`src/rtl/regfile_ctrl_pkg.sv`:
```
// Shared constants and types for the register-file access controller.
package regfile_ctrl_pkg;

   localparam int AW    = 4;
   localparam int DW    = 8;
   localparam int DEPTH = 2 ** AW;

   localparam logic [DW-1:0] CLR_VAL_DEF = 8'h00;

   // Controller state: normal arbitration or clear sweep.
   typedef enum logic {
      IDLE  = 1'b0,
      CLEAR = 1'b1
   } state_e;

   // Requester identity, used for round-robin bookkeeping.
   typedef enum logic {
      REQ_A = 1'b0,
      REQ_B = 1'b1
   } req_id_e;

endpackage

```
`src/rtl/rr_arb2.sv`:
```
// Two-way round-robin arbiter. A lone requester always wins; on a tie the
// requester that did not win the last accepted transfer is chosen.
module rr_arb2
   import regfile_ctrl_pkg::*;
(
   input  logic       clk,
   input  logic       rst_n,
   input  logic [1:0] req,
   input  logic       accept,
   output logic [1:0] gnt
);

   req_id_e last_q, last_d;

   // One-hot grant from current requests and the last winner.
   always_comb begin
      gnt = 2'b00;
      case (req)
         2'b01:   gnt = 2'b01;
         2'b10:   gnt = 2'b10;
         2'b11:   gnt = (last_q == REQ_B) ? 2'b01 : 2'b10;
         default: gnt = 2'b00;
      endcase
   end

   // The winner is remembered only when a transfer is actually accepted.
   always_comb begin
      last_d = last_q;
      if (accept) begin
         last_d = gnt[1] ? REQ_B : REQ_A;
      end
   end

   // Reset to B so that A wins the first tie.
   always_ff @(posedge clk or negedge rst_n) begin
      if (!rst_n) begin
         last_q <= REQ_B;
      end else begin
         last_q <= last_d;
      end
   end

endmodule

```
`src/rtl/regfile_ctrl.sv`:
```
// Round-robin access controller and clear sequencer for a 16x8 register
// file with synchronous write and asynchronous read.
//
// Handshake: a transfer on port x happens on a rising edge where
// x_valid & x_ready. x_ready is a combinational grant and at most one port
// is ready per cycle. A requester holds x_valid, x_we, x_addr and x_wdata
// stable until accepted and never derives x_valid from x_ready. An accepted
// read returns x_rdata with a one-cycle x_rvalid pulse on the next cycle.
module regfile_ctrl
   import regfile_ctrl_pkg::*;
#(
   parameter logic [DW-1:0] CLR_VAL = CLR_VAL_DEF
) (
   input  logic          clk,
   input  logic          rst_n,
   input  logic          a_valid,
   output logic          a_ready,
   input  logic          a_we,
   input  logic [AW-1:0] a_addr,
   input  logic [DW-1:0] a_wdata,
   output logic          a_rvalid,
   output logic [DW-1:0] a_rdata,
   input  logic          b_valid,
   output logic          b_ready,
   input  logic          b_we,
   input  logic [AW-1:0] b_addr,
   input  logic [DW-1:0] b_wdata,
   output logic          b_rvalid,
   output logic [DW-1:0] b_rdata,
   input  logic          clr_req,
   output logic          busy,
   output logic          mem_we,
   output logic [AW-1:0] mem_addr,
   output logic [DW-1:0] mem_din,
   input  logic [DW-1:0] mem_dout
);

   state_e        state_q, state_d;
   logic [AW-1:0] cnt_q, cnt_d;
   logic          arb_en;
   logic [1:0]    arb_req;
   logic [1:0]    gnt;
   logic          a_rvalid_q, b_rvalid_q;
   logic [DW-1:0] a_rdata_q, b_rdata_q;
   logic          a_rd_acc, b_rd_acc;

   // Requests reach the arbiter only in IDLE with no pending clear, and never
   // while reset is asserted, so nothing is granted or written during reset.
   assign arb_en  = rst_n && (state_q == IDLE) && !clr_req;
   assign arb_req = {b_valid, a_valid} & {2{arb_en}};

   rr_arb2 u_arb (
      .clk    (clk),
      .rst_n  (rst_n),
      .req    (arb_req),
      .accept (|gnt),
      .gnt    (gnt)
   );

   assign a_ready  = gnt[0];
   assign b_ready  = gnt[1];
   assign a_rd_acc = gnt[0] & ~a_we;
   assign b_rd_acc = gnt[1] & ~b_we;
   assign busy     = (state_q == CLEAR);

   // Next state: IDLE starts a sweep on clr_req; CLEAR walks every entry once.
   always_comb begin
      state_d = state_q;
      cnt_d   = cnt_q;
      case (state_q)
         IDLE: begin
            if (clr_req) begin
               state_d = CLEAR;
               cnt_d   = '0;
            end
         end
         CLEAR: begin
            cnt_d = cnt_q + 1'b1;
            if (cnt_q == AW'(DEPTH - 1)) begin
               state_d = IDLE;
            end
         end
         default: begin
            state_d = IDLE;
            cnt_d   = '0;
         end
      endcase
   end

   // State and sweep counter; reset aborts any sweep in progress.
   always_ff @(posedge clk or negedge rst_n) begin
      if (!rst_n) begin
         state_q <= IDLE;
         cnt_q   <= '0;
      end else begin
         state_q <= state_d;
         cnt_q   <= cnt_d;
      end
   end

   // Memory port mux: sweep owns the port in CLEAR, otherwise the granted port.
   always_comb begin
      mem_we   = 1'b0;
      mem_addr = '0;
      mem_din  = '0;
      if (state_q == CLEAR) begin
         mem_we   = 1'b1;
         mem_addr = cnt_q;
         mem_din  = CLR_VAL;
      end else if (gnt[0]) begin
         mem_we   = a_we;
         mem_addr = a_addr;
         mem_din  = a_wdata;
      end else if (gnt[1]) begin
         mem_we   = b_we;
         mem_addr = b_addr;
         mem_din  = b_wdata;
      end
   end

   // Read return: capture the async read data at the accepting edge.
   always_ff @(posedge clk or negedge rst_n) begin
      if (!rst_n) begin
         a_rvalid_q <= 1'b0;
         b_rvalid_q <= 1'b0;
         a_rdata_q  <= '0;
         b_rdata_q  <= '0;
      end else begin
         a_rvalid_q <= a_rd_acc;
         b_rvalid_q <= b_rd_acc;
         if (a_rd_acc) begin
            a_rdata_q <= mem_dout;
         end
         if (b_rd_acc) begin
            b_rdata_q <= mem_dout;
         end
      end
   end

   assign a_rvalid = a_rvalid_q;
   assign b_rvalid = b_rvalid_q;
   assign a_rdata  = a_rdata_q;
   assign b_rdata  = b_rdata_q;

endmodule

```
`config.mk`:
```
export PLATFORM = sky130hd
export DESIGN_NAME = regfile_ctrl
export DESIGN_NICKNAME = d
export VERILOG_FILES = /design/src/rtl/regfile_ctrl_pkg.sv /design/src/rtl/rr_arb2.sv /design/src/rtl/regfile_ctrl.sv
export SDC_FILE = /design/constraint.sdc
export NUM_CORES = 1
export LEC_CHECK = 0
export ABC_AREA = 1
export CORE_MARGIN = 2
export CORE_UTILIZATION = 50
export CTS_CLUSTER_SIZE = 16
export DETAILED_ROUTE_END_ITERATION = 6
export DONT_BUFFER_PORTS = 1
export GPL_ROUTABILITY_DRIVEN = 0
export PLACE_DENSITY_LB_ADDON = 0.15
export SLEW_MARGIN = 20
export SYNTH_ARGS = -nofsm -noshare
export SYNTH_HDL_FRONTEND = slang
export SYNTH_SLANG_ARGS = --single-unit
```
`constraint.sdc`:
```
create_clock -name clk -period 1.51 [get_ports clk]
set_input_delay 0.302 -clock clk [delete_from_list [all_inputs] [get_ports clk]]
set_output_delay 0.302 -clock clk [all_outputs]
set_load 0.005 [all_outputs]
```
Yosys cells after proc, flatten, opt, wreduce, memory -nomap -nowiden
Cells that the tools add are included.

storage, ports and cells
  flip-flop bits (word level) = 24

cells by class
  add/subtract/negate cells = 1
  eq/ne operators = 5
  mux-type cells = 17
  bitwise logic cells = 6
  reduce and logical (&&, ||, !) cells = 4

operator list
  cell                                            number
  2-to-1 mux 8 bit                                3
  2-to-1 mux 4 bit                                4
  one-hot mux 4 bit (2 select lines)              1
  2-to-1 mux 1 bit                                6
  one-hot mux 2 bit (3 select lines)              1
  adder 4 x 1 -> 4 bit (second input constant)    1
  == test 2 bit (second input constant)           2
  == test 4 bit (second input constant)           1
  NOT 1 bit                                       3
  AND 1 bit                                       2
  AND 2 bit                                       1
  == test 2 x 1 -> 1 bit (second input constant)  1
  logical AND 1 bit                               2
  2-to-1 mux 2 bit                                1
  inequality test 2 bit (second input constant)   1
  one-hot mux 1 bit (2 select lines)              1
  OR reduction 2 bit                              1
  zero test 1 bit                                 1

Depth between registers and ports, before layout
  depth after elaboration = 9
  gate-level depth with buffers = 7
  mapped depth without buffers = 6

Hierarchy
Synthesis repeated with hierarchy kept, for this count alone.

unflattened totals
  cell total of the unflattened synthesis = 157
  area, all modules = 1247.4 µm²

by module, submodules not included
  module        instances  cells an instance  area each (µm²)  sequential area each (µm²)
  regfile_ctrl  1          148                1183.6           575.6
  rr_arb2       1          9                  63.8             26.3

Worst setup path after synthesis
OpenSTA, ideal clock, no wires.

  kind = register to output
  from = register state_q (netlist: busy)
  to = output port mem_addr[1]
  arrival time = 1160 ps
  data required time = 1208 ps
  slack = 48 ps
  cell stages (with the launch flop) = 8
  buffers on the path = 2
  cells stage by stage = dfrtp_1 buf_6 nor2_8 nand2_2 nor2_8 buf_8 nand2_2 nand3_2

on the way
  word-level cells in the longest chain between the ends = 9

ends and longest elaborated chain
  what                                                     RTL line             text
  from (decl)                                              regfile_ctrl.sv:38   state_e state_q, state_d;
  from (signal assigned)                                   regfile_ctrl.sv:96   state_q <= state_d;
  NOT 1 bit (*)                                            --
  logical AND 1 bit (*) (2 in a row)                       regfile_ctrl.sv:49   assign arb_en = rst_n && (state_q == IDLE) && !clr_req;
  AND 2 bit (*)                                            regfile_ctrl.sv:50   assign arb_req = {b_valid, a_valid} & {2{arb_en}};
  == test 2 bit or == test 2 x 1 -> 1 bit (tied branches)  rr_arb2.sv:18        case (req)
  one-hot mux 2 bit (3 select lines) (*)                   rr_arb2.sv:18
  named net b_ready                                        regfile_ctrl.sv:24   output logic b_ready,
  2-to-1 mux 4 bit (*)                                     regfile_ctrl.sv:114  end else if (gnt[1]) begin
  2-to-1 mux 4 bit (*)                                     regfile_ctrl.sv:110  end else if (gnt[0]) begin
  2-to-1 mux 4 bit (*)                                     regfile_ctrl.sv:106  if (state_q == CLEAR) begin
  to (decl)                                                regfile_ctrl.sv:33   output logic [AW-1:0] mem_addr,

The timed path passes the listed nets; every way through them passes the cells marked *.

Final worst setup path
  from = register u_arb.last_q
  to = output port mem_din[6]

on the way
  word-level cells in the longest chain between the ends = 5

ends and longest elaborated chain
  what                                    RTL line             text
  from (decl)                             rr_arb2.sv:13        req_id_e last_q, last_d;
  from (signal assigned)                  rr_arb2.sv:39        last_q <= last_d;
  2-to-1 mux 2 bit (*)                    rr_arb2.sv:21        2'b11: gnt = (last_q == REQ_B) ? 2'b01 : 2'b10;
  one-hot mux 2 bit (3 select lines) (*)  rr_arb2.sv:18
  2-to-1 mux 8 bit                        regfile_ctrl.sv:114
  2-to-1 mux 8 bit (*)                    regfile_ctrl.sv:110
  2-to-1 mux 8 bit (*)                    regfile_ctrl.sv:106
  to (decl)                               regfile_ctrl.sv:34   output logic [DW-1:0] mem_din,

Mark *: on every way between the ends. The rest lies on a longest branch, timed or not.

==> results list <==
- The run finished, with violations left.
* Failing checks: setup timing
- Required time at the worst-slack endpoint: 1.21 ns
* Total power after layout: 2.16 mW
* Largest area contributor in the netlist: sky130_fd_sc_hd__dfrtp_1
- Critical path fanouts, max: 15
- In this run the power density over the cells is roughly 1400 nW/um^2.
- Cell seen most often among critical-path stages: sky130_fd_sc_hd__nand2_2
- Clock skew on the completed layout was measured at between 0.002 and 0.003 ns.
* Worst Slack Setup Final: -0.213 ns
* Min Tclk post-route: 1.72 ns
- Cell chain of the critical path: inv_1 -> nand2_2 -> inv_2 -> nor2_4 -> buf_12 -> nand2_1 -> nand2_2
* Wire length after detailed routing: roughly 2.9 mm
- Final slew viol count: 0
- After detailed routing, the number of vias per cell comes to around 5.3.
* DRC marker count from the first detailed-route iteration: 24
- Fraction of final layout cells sized beyond drive strength 1: around 30%
- Across the run, the number of max-cap violations was 0.
- Global-route wire length before repair: between 4 and 5 mm
- Startpoint kind of the worst setup timing path: register
* Die outline height: about 55 microns
- Placement-stage worst setup slack: -0.00129 ns
* HPWL after detailed placement: 2.14 mm
* Bufs and invs on worst path: 3
- Path class of the lowest-slack min-delay path: input port to register
* Clk sink count: 24
- After detailed routing, the average wire length per cell comes to around 14 microns.
* Cell at the root of the clock tree: sky130_fd_sc_hd__clkbuf_4
- The setup path with the least slack is of type register to primary output.
- The number of antenna diodes in the final layout is 0.
- After routing the design area is 1500 sq um.
- Fill cells in the final layout number slightly above 200.
- Among cell families on the critical path, the largest total delay comes from flip-flops.
- Total number of nets in the final design: between 200 and 250
- Counting every instance in the synthesized netlist gives between 150 and 200.
* Arr. time, crit path: around 1.4 ns
* Final setup viols: 15
- Counting the buffers created by CTS gives 3.
* Via count of the first global-routing pass: ~960
* Net count after synthesis: 200
* Die Footprint: around 3000 sq um
* Worst-path cell with the longest stage delay: sky130_fd_sc_hd__dfstp_2
- For this run, the number of Yosys warnings is 0.
- Max transition margin: 64.7%
- Portion of total power attributed to combinational logic: ~34%
* Initial Utilization: a little over half
* Cell types with the largest area share after synthesis: sky130_fd_sc_hd__dfrtp_1 (44%), sky130_fd_sc_hd__nand2_1 (24%), sky130_fd_sc_hd__nand2_2 (5.3%)
* Net switching share of the total power: a little under two fifths
- Internal Power: approximately 1.3 mW
- The first TritonRoute pass finished after 4 iterations.
* Number of nets still failing antenna checks after routing: 0
* Setup repair after global routing missed its margin: true
- The top cell type by area accounts for between 40% and 50% of the synthesized area.
- The synthesized design contains 24 register bits.
- Reg-to-reg slack, setup: approximately 0.1 ns
- Drc violations: 0
- Post-Place Cell Area: roughly 1300 sq um
* Via count: roughly 1100
- Worst-skew pair later-pin latency: between 0.3 and 0.4 ns
- Critical Path Max Stage Delay: 0.56 ns
- Clock tree from TritonCTS: built
- Static timing analysis puts the maximum clock frequency at around 580 MHz.
- The clock network is responsible for ~16% of the overall power.
- Cell area after technology mapping: ~1300 sq um
- After global routing the overflow that remains totals 0.
- After clock tree synthesis, the clock-pin slew on the worst setup and hold paths is 0.12 ns.
- Port Buffers: 0
- Averaged over all synthesized cells, the footprint is ~8.1 sq um.
* Max H-tree Level: 1
- The floorplan has 18 rows.
* Peak ir drop on the vdd network: 834 uV
* Unique masters post-synth: 19
* Sort of element at the end of the critical path: primary output
* Share of the clock period used by the worst path after layout: 114%
- The longest clock path from root to sink contains 2 buffers.
- On the final layout, the worst hold slack is between 0.05 and 0.06 ns.
* Overall die width: roughly 55 microns
* Maximum number of pins on one net before global-route repair: 25
- The initial antenna violation count was 0.
- Static power due to leakage: a little over 0.8 nW
- Sequential share of the synthesized area: a little under half
- In the global route stage, overall resource usage came out at between 20% and 30%.
- I/O pin total: 73
- Layout overhead on the synthesized area: 15.7%
- At the pin with the least slew margin, the transition time is between 0.5 and 0.6 ns.
* Standard cell core area: about 2500 sq um
* Switching power summed over all nets: 0.819 mW
* Number of endpoints with negative hold slack in the final report: 0
* Part of the power in registers: between 50% and 60%
==> kinds of logic after synthesis <==
logic type / Yosys count / synth area share [%]
buf+inv: 11 / 5.80
flops: 24 / 46.5
simple gates: 119 / 44.5
fa+ha+maj: 1 / 0.967
compound gates: 5 / 2.22
==> per-layer routing <==
layer	global-route usage (%)	share of wire, %
met4	10.0	1.7
met3	6.01	11
met2	34.7	49
met1	23.7	39
met5	0	0
==> flip-flops by register name (all words and copies together), names as in the netlist <==
| register | flops |
|---|---|
| a_rdata | 8 |
| cnt_q | 4 |
| busy | 1 |
| b_rvalid | 1 |
| u_arb.last_q | 1 |
| b_rdata | 8 |
| a_rvalid | 1 |
==> power groups by stage <==
stage / Clock (mW) / Combinational [mW] / Sequential (mW)
after floorplan: 0 / 0.576 / 1.04
after global placement: 0 / 0.617 / 1.10
after detailed placement: 0 / 0.650 / 1.10
after CTS: 0.340 / 0.738 / 1.09
after global routing: 0.375 / 0.840 / 1.12
final: 0.335 / 0.740 / 1.09
==> final timing paths <==
path | cells after the start | from | to
max | 7 | u_arb.last_q | mem_din[6]
min | 1 | b_we | b_rvalid
max reg2reg | 9 | u_arb.last_q | a_rdata[7]
min reg2reg | 2 | u_arb.last_q | u_arb.last_q
max in group asynchronous | 2 | rst_n | busy
min in group asynchronous | 2 | rst_n | b_rdata[0]
==> per-stage QoR <==
stage | util, % | cells | TNS, ns
floorplan | - | 160 | 0
global placement | 53.5 | 190 | 0
detailed placement | 53.5 | 190 | -0.00129
CTS | 59.8 | 203 | -2.94
global route | 61.0 | 204 | -4.59
finish | 61.0 | 204 | -2.95
==> repair_timing <==
item / in CTS / in global routing
setup buffers: 8 / 0
resized for setup: 9 / 6
pin swaps: 3 / 0
endpoints found under the setup margin: 15 / 22
hold endpoints to repair: 24 / 23
hold buffers: 1 / 1
==> synth_stat cells, drive strengths merged <==
master	count
ha	1
buf	4
inv	7
o21ai	3
nor2	7
nand4	2
dfstp	1
nand2	95
nand3	15
a22o	1
dfrtp	23
a21oi	1
==> final cells by class <==
class | instances | area (sq um) | area share [%]
multi-input cells | 125 | 668 | 44.6
clock buffers | 4 | 36.3 | 2.42
inverters | 7 | 26.3 | 1.76
well taps | 30 | 37.5 | 2.51
flip-flops and latches | 24 | 603 | 40.3
repair buffers | 14 | 125 | 8.36
==> placed cells by master (no fill, tap or decap), drive strengths merged <==
cell type,Yosys,layout
a21oi,1,1
o21ai,3,3
ha,1,1
dlygate4sd3,0,1
nor2,7,7
dfrtp,23,23
dfstp,1,1
inv,7,7
clkbuf,0,4
nand3,15,15
nand2,95,95
a22o,1,1
buf,4,13
nand4,2,2
Note: power is estimated with default switching activity, not from simulation.
